--- config.mk ---
export PLATFORM = sky130hd
export DESIGN_NAME = mem_access_seq
export DESIGN_NICKNAME = d
export VERILOG_FILES = /design/src/rtl/mem_access_seq.sv
export SDC_FILE = /design/constraint.sdc
export NUM_CORES = 1
export LEC_CHECK = 0
export ABC_AREA = 0
export CORE_ASPECT_RATIO = 1.5
export CORE_UTILIZATION = 48
export CTS_BUF_LIST = sky130_fd_sc_hd__clkbuf_2
export DETAILED_ROUTE_END_ITERATION = 8
export PLACE_DENSITY_LB_ADDON = 0.05
export SYNTH_ARGS = -nofsm -noshare
export SYNTH_HDL_FRONTEND = slang
export SYNTH_SLANG_ARGS = --single-unit
export TNS_END_PERCENT = 1
--- constraint.sdc ---
create_clock -name Clk -period 3.9 [get_ports Clk]
set_input_delay 0.78 -clock Clk [delete_from_list [all_inputs] [get_ports Clk]]
set_output_delay 0.78 -clock Clk [all_outputs]
set_load 0.05 [all_outputs]
--- src/rtl/mem_access_seq.sv ---
// Purpose : SRAM access sequencer between MAR/MDR and an external 16-bit async SRAM.
// Latency : read done at E0+WAIT_CYCLES+1, write done at E0+WAIT_CYCLES+3 (E0 = cycle start is presented).
// Backpres: start_rd/start_wr are sampled only while idle (busy=0); requests seen while busy are ignored.
//
// Ports:
//   Clk, Reset            clock and synchronous active-high reset
//   start_rd, start_wr    access requests (read wins when both are high)
//   addr, wdata           MAR / MDR values, latched at the accept edge
//   sram_din              data returned by the SRAM
//   sram_addr, sram_dout  SRAM address and write data (registered)
//   sram_drive            tristate enable for sram_dout (1 = FPGA drives the bus)
//   sram_ce_n/oe_n/we_n   SRAM strobes, active low
//   mdr_data, mdr_load    captured read data and its one-cycle MDR load strobe
//   busy, done            non-idle indicator and one-cycle completion pulse
//   sw_in, hex_out        only with MEM_IO_MAP_EN: address all-ones maps to switches / display
//
// Optional feature macro: MEM_IO_MAP_EN

module mem_access_seq #(
  parameter int N           = 16,
  parameter int WAIT_CYCLES = 2
) (
  input  logic         Clk,
  input  logic         Reset,
  input  logic         start_rd,
  input  logic         start_wr,
  input  logic [N-1:0] addr,
  input  logic [N-1:0] wdata,
  input  logic [N-1:0] sram_din,
`ifdef MEM_IO_MAP_EN
  input  logic [N-1:0] sw_in,
  output logic [N-1:0] hex_out,
`endif
  output logic [N-1:0] sram_addr,
  output logic [N-1:0] sram_dout,
  output logic         sram_drive,
  output logic         sram_ce_n,
  output logic         sram_oe_n,
  output logic         sram_we_n,
  output logic [N-1:0] mdr_data,
  output logic         mdr_load,
  output logic         busy,
  output logic         done
);

  // The wait counter is 4 bits wide, so only 1..15 wait states are meaningful.
  if (WAIT_CYCLES < 1 || WAIT_CYCLES > 15) begin : g_bad_wait_cycles
    $error("mem_access_seq: WAIT_CYCLES must be in 1..15");
  end

  localparam logic [3:0] CNT_INIT = 4'(WAIT_CYCLES - 1);

`ifdef MEM_IO_MAP_EN
  localparam logic [N-1:0] IO_ADDR = {N{1'b1}};
`endif

  typedef enum logic [2:0] {
    IDLE,
    RD_WAIT,
    WR_SETUP,
    WR_PULSE,
    WR_HOLD,
    DONE
  } state_t;

  state_t     state;
  logic [3:0] cnt;

  // Every output is a flop; each transition loads the output values that
  // belong to the state being entered, so strobes change cleanly on edges.
  always_ff @(posedge Clk) begin
    if (Reset) begin
      state      <= IDLE;
      cnt        <= 4'd0;
      sram_addr  <= '0;
      sram_dout  <= '0;
      sram_drive <= 1'b0;
      sram_ce_n  <= 1'b1;
      sram_oe_n  <= 1'b1;
      sram_we_n  <= 1'b1;
      mdr_data   <= '0;
      mdr_load   <= 1'b0;
      busy       <= 1'b0;
      done       <= 1'b0;
`ifdef MEM_IO_MAP_EN
      hex_out    <= '0;
`endif
    end else begin
      // Pulses default low; only the transition into DONE raises them.
      done     <= 1'b0;
      mdr_load <= 1'b0;

      case (state)
        IDLE: begin
          if (start_rd) begin
            sram_addr <= addr;
`ifdef MEM_IO_MAP_EN
            if (addr == IO_ADDR) begin
              // I/O-mapped read: switches go straight to the MDR, SRAM untouched.
              mdr_data <= sw_in;
              mdr_load <= 1'b1;
              done     <= 1'b1;
              busy     <= 1'b1;
              state    <= DONE;
            end else
`endif
            begin
              cnt        <= CNT_INIT;
              sram_ce_n  <= 1'b0;
              sram_oe_n  <= 1'b0;
              sram_we_n  <= 1'b1;
              sram_drive <= 1'b0;
              busy       <= 1'b1;
              state      <= RD_WAIT;
            end
          end else if (start_wr) begin
            sram_addr <= addr;
`ifdef MEM_IO_MAP_EN
            if (addr == IO_ADDR) begin
              // I/O-mapped write: data goes to the display register only.
              hex_out <= wdata;
              done    <= 1'b1;
              busy    <= 1'b1;
              state   <= DONE;
            end else
`endif
            begin
              sram_dout  <= wdata;
              sram_ce_n  <= 1'b0;
              sram_oe_n  <= 1'b1;
              sram_we_n  <= 1'b1;
              sram_drive <= 1'b1;
              busy       <= 1'b1;
              state      <= WR_SETUP;
            end
          end
        end

        RD_WAIT: begin
          if (cnt == 4'd0) begin
            // Last wait state: sram_din is settled, capture it on this edge.
            mdr_data   <= sram_din;
            mdr_load   <= 1'b1;
            done       <= 1'b1;
            sram_ce_n  <= 1'b1;
            sram_oe_n  <= 1'b1;
            sram_we_n  <= 1'b1;
            sram_drive <= 1'b0;
            state      <= DONE;
          end else begin
            cnt <= cnt - 4'd1;
          end
        end

        WR_SETUP: begin
          // Address and data have been stable for one cycle; open the write pulse.
          cnt       <= CNT_INIT;
          sram_we_n <= 1'b0;
          state     <= WR_PULSE;
        end

        WR_PULSE: begin
          if (cnt == 4'd0) begin
            // Raise we_n but keep ce_n, data and drive for one hold cycle.
            sram_we_n <= 1'b1;
            state     <= WR_HOLD;
          end else begin
            cnt <= cnt - 4'd1;
          end
        end

        WR_HOLD: begin
          sram_ce_n  <= 1'b1;
          sram_oe_n  <= 1'b1;
          sram_we_n  <= 1'b1;
          sram_drive <= 1'b0;
          done       <= 1'b1;
          state      <= DONE;
        end

        DONE: begin
          // No start sampling here: that guarantees one idle cycle between accesses.
          busy  <= 1'b0;
          state <= IDLE;
        end

        default: begin
          sram_ce_n  <= 1'b1;
          sram_oe_n  <= 1'b1;
          sram_we_n  <= 1'b1;
          sram_drive <= 1'b0;
          busy       <= 1'b0;
          state      <= IDLE;
        end
      endcase
    end
  end

endmodule

After elaboration in Yosys (flattened, before gate mapping)
Index checks and enable logic that the tools add are counted.

operators by class
  add/subtract/negate cells = 1
  $mul = 0
  divide/modulo/power cells = 0
  order comparisons = 0
  eq/ne operators = 11
  shift operators = 0
  mux-type cells = 24
  bitwise gates (word level) = 5
  reductions and logical operators = 16

operators by type and width
  kind                                                                   count
  16-bit two-way mux                                                     2
  3-bit one-hot mux with 5 select lines                                  1
  3-bit AND reduction                                                    5
  3-bit two-way mux                                                      4
  4-bit one-hot mux with 3 select lines                                  1
  1-bit one-hot mux with 3 select lines                                  3
  1-bit two-way mux                                                      8
  4-bit two-way mux                                                      2
  2-bit inequality test, second input constant                           4
  3-bit by 2-bit equality test with 1-bit output, second input constant  2
  3-bit equality test, second input constant                             2
  2-bit AND reduction                                                    3
  1-bit inverter                                                         5
  4-bit zero test                                                        1
  1-bit one-hot mux with 2 select lines                                  2
  1-bit one-hot mux with 4 select lines                                  1
  2-bit OR reduction                                                     2
  4-bit OR reduction                                                     1
  4-bit by 1-bit subtractor with 4-bit output, second input constant     1
  3-bit by 1-bit equality test with 1-bit output, second input constant  1
  3-bit zero test                                                        1
  3-bit inequality test, second input constant                           1
  3-bit nonzero test                                                     1
  3-bit OR reduction                                                     1
  other kinds (2)                                                        2

storage, ports and cells
  register bits after elaboration = 62
  bits in latches = 0
  RAM bits = 0
  ROM bits = 0
  input port bits = 52
  output and inout port bits = 55
  logic and storage cells = 69
  memories = 0

Depth between registers and ports, before layout
  depth after elaboration = 4
  depth in mapped cells = 7
  depth with buffers taken out = 5

Worst setup path after synthesis
No wires, ideal clock.

  path kind = input port to flip-flop
  from = in start_rd
  to = reg sram_addr[5]
  setup time = 132 ps
  arrival = 1,492 ps
  required time = 3,768 ps
  path slack = 2,276 ps
  stages on the path = 5
  cells stage by stage = or2_2 > buf_2 > buf_2 > nand3_1 > a21oi_1

on the way
  longest elaborated chain between the ends = 2
  elaborated cells between the ends (all ways) = 3
  classes of those cells = mux: 1; reduce/logical: 2

ends and longest elaborated chain
  element                               line  RTL
  from (decl)                           25    input logic start_rd,
  2-bit nonzero test (no source line)   --
  2-bit AND reduction (no source line)  --
  to (signal assigned)                  96    sram_addr <= addr;
  to (signal assigned)                  117   sram_addr <= addr;
  to (decl)                             34    output logic [N-1:0] sram_addr,

Parallel ways exist; a longest one is shown, timed or not.
A chain may end at the register's enable or synchronous reset.

Worst setup path after layout
  from = reg sram_we_n
  to = out sram_we_n

RTL lines
  element                 line  RTL
  from (decl)             39    output logic sram_we_n,
  from (signal assigned)  80    sram_we_n <= 1'b1;
  from (signal assigned)  111   sram_we_n <= 1'b1;
  from (signal assigned)  131   sram_we_n <= 1'b1;

No word-level cell between the ends.

==> qor.tcl <==
set qor(drt_wl_total_um) 6319
set qor(power_per_cell_area_nw_per_um2) 490.5
set qor(layout.cells.most_common) {sky130_fd_sc_hd__clkdlybuf4s50_1}
set qor(layout_common_cells) {sky130_fd_sc_hd__clkdlybuf4s50_1 (105), sky130_fd_sc_hd__dfxtp_1 (62), sky130_fd_sc_hd__nand2_1 (36), sky130_fd_sc_hd__a21oi_1 (35)}
set qor(final.setup_skew_ns) 0.02162
set qor(crit_path_required_time_ns) 3.12
set qor(cp-end-kind) {primary output}
set qor(synth_top_cell_area_share) 0.4733
set qor(netlist_area_before_placement_sq_um) 2623
set qor(cp_cell_sequence) {clkdlybuf4s50_1}
set qor(critPathTopFamily) {buffers and inverters}
set qor(syn-instance-count) 299
set qor(critical_path_cell_with_the_highest_stage_delay) {sky130_fd_sc_hd__clkdlybuf4s50_1}
set qor(period_minus_ws_final_ns) 2.466
set qor(clock_path_buffers) 2
set qor(grt_setup_unrepaired) {false}
set qor(timing.max_cap.violations) 0
set qor(timing.critical_path.slowest_cell_delay_ns) 0.81
set qor(max_slew.worst_pin.slew_ns) 0.9432
set qor(cts_sinks) 62
set qor(chipHeight_um) 92.53
set qor(gpl.final_weighted_congestion) 0.7631
set qor(detailed_place_hpwl_um) 4167
set qor(route.vias.total) 2468
set qor(synth_largest_area_cell) {sky130_fd_sc_hd__dfxtp_1}
set qor(maximum_number_of_pins_on_one_net_before_global_route_repair) 51
set qor(worst_slew_margin_rel) 0.3689
set qor(critical_path_arrival_ns) 1.69
set qor(detailedRoute.firstPassIterationCount) 4
set qor(area.growth.synth_to_final_pct) 40.31
set qor(placement_rows) 32
set qor(number_of_buffers_inserted_by_port_buffering) 106
set qor(tns_ns) 0
set qor(fmax_mhz) 405.5
set qor(avgRoutedWirePerCell_um) 13.65
set qor(setup_viol_count_final) 0
set qor(worstSkewPairLatency_ns) 0.49
set qor(cts_hold_buf) 0
set qor(first_global_vias) 2435
set qor(final_layout_size_suffix_gt1_frac) 0.06329
set qor(design.final.nets) 444
set qor(die_width_um) 62.35
set qor(antenna_cells_inserted) 0
set qor(crit_path_max_fanout) 3
set qor(p_leak_nw) 1.288
set qor(outcome) {finished, final reports clean}
set qor(timing_worst_setup_path_type) {reg2out}
set qor(core_sq_um) 5205
set qor(period_share) 0.6323
set qor(synth_cell_types) 42
set qor(clk_root_buffer_cell) {sky130_fd_sc_hd__clkbuf_2}
set qor(synthesis.area_per_instance_sq_um) 8.771
set qor(ir_drop_mv) 0.2802
set qor(cts_tree) {done}
set qor(remaining_overflow_grt) 0
set qor(synth_area_leaders) {sky130_fd_sc_hd__dfxtp_1 (47%), sky130_fd_sc_hd__a21oi_1 (6.7%), sky130_fd_sc_hd__nand3_1 (6.5%)}
set qor(finish.instance_area_sq_um) 3680
set qor(drc) 0
set qor(hold_class) {reg2reg}
set qor(synthesis.yosys.warnings) 0
set qor(floorplan.die_area_sq_um) 5769
set qor(starting_density) 0.5038
set qor(post_dp_cell_area_sq_um) 3605
set qor(finalCoreUtilization) 0.7070
set qor(cts_repair_resize_count) 0
set qor(cts.reportedPaths.clkPinSlew_ns) 0.16
set qor(cts_setup_buffers) 0
set qor(ys_ff_latch) 62
set qor(final_antenna_net_count) 0
set qor(placement.setup.worst_slack_ns) 1.200
set qor(drt-vias-per-instance) 5.330
set qor(syn-num-nets) 352
set qor(global_route_usage_over_all_layers) 0.2327
set qor(count_of_h_tree_levels_built_during_cts) 3
set qor(seq_area_frac_synth) 0.4733
set qor(io_pins) 107
set qor(cp_num_buf_inv) 1
set qor(maxSlewViolCount) 0
set qor(cts_buffers) 9
set qor(finalHoldViolCount) 0
set qor(final_critical_path_setup_slack_ns) 1.434
set qor(grt_antenna_before_repair) 0
set qor(startpoint_type) {flip-flop}
set qor(grt_pass1_wl_um) 10570
set qor(first_iter_violations) 115
## final cells by class
| class | instances | area, sq um |
|---|---|---|
| multi-input combinational | 206 | 1192 |
| fill | 424 | 1525 |
| tap | 68 | 85.08 |
| clock buffer | 9 | 45.04 |
| clock inverter | 6 | 30.03 |
| sequential | 62 | 1241 |
| timing repair buffer | 108 | 1071 |
| inverter | 4 | 15.01 |
## report_power, final
group / internal [mW] / switching [mW] / leakage [nW]
registers: 0.712 / 0.0634 / 0.507
clock network: 0.0727 / 0.223 / 0.0524
logic: 0.264 / 0.470 / 0.729
total: 1.05 / 0.756 / 1.29
## path summary, 6_finish.rpt
kind | endpoint | cells after the start | slack, ns | startpoint
min | sram_dout[8]$_SDFFE_PP0P_ | 2 | 0.47 | sram_dout[8]$_SDFFE_PP0P_
min reg2reg | sram_dout[8]$_SDFFE_PP0P_ | 2 | 0.47 | sram_dout[8]$_SDFFE_PP0P_
max reg2reg | sram_dout[10]$_SDFFE_PP0P_ | 3 | 1.87 | state[1]$_SDFFE_PP0P_
max | sram_we_n | 1 | 1.43 | sram_we_n$_SDFFE_PP1P_
## sequential cells by signal, indices dropped and copies added (netlist names)
register and flops:
mdr_data 16, sram_addr 16, sram_dout 16, cnt 4, state 3, busy 1
done 1, mdr_load 1, sram_ce_n 1, sram_drive 1, sram_oe_n 1, sram_we_n 1
## cells in the mapped netlist, drive strengths merged
cell    count
a211oi      5
a21oi      35
a22oi       1
a31oi       4
a32o        1
and2        1
and3        2
buf        15
clkbuf     12
clkinv      1
dfxtp      62
ha          1
inv         3
mux2i      16
nand2      36
nand2b      1
nand3      34
nand3b      1
nand4b      2
nor2        7
nor2b       3
nor3        5
nor3b       3
nor4        1
o211ai      1
o21a        2
o21ai      35
o21ba       1
o22ai       1
o31ai       2
or2         2
or3         1
or3b        2
## cell families after synthesis
family	after synthesis	synth area share
mux	16	0.06107
simple gates	101	0.2023
compound gates	88	0.1846
fa+ha+maj	1	0.004770
flops	62	0.4733
buf+inv	31	0.07394
## metal layers
layer	up-vias	global-route usage	share of wire
met4	0	0.1260	0.020
met2	93	0.4185	0.50
met3	10	0.06650	0.065
met5	-	0	0
li1	1239	-	-
met1	1126	0.2413	0.42
## metrics by stage
| step | total power [mW] | hold WS [ns] | cells |
|---|---|---|---|
| after floorplan | 1.318 | 0.4651 | 299 |
| after global placement | 1.517 | 0.4406 | 448 |
| after detailed placement | 1.524 | 0.4527 | 448 |
| after CTS | 1.820 | 0.4725 | 463 |
| after global routing | 1.910 | 0.4919 | 463 |
| final | 1.805 | 0.4676 | 463 |
Note: power is estimated with default switching activity, not from simulation.
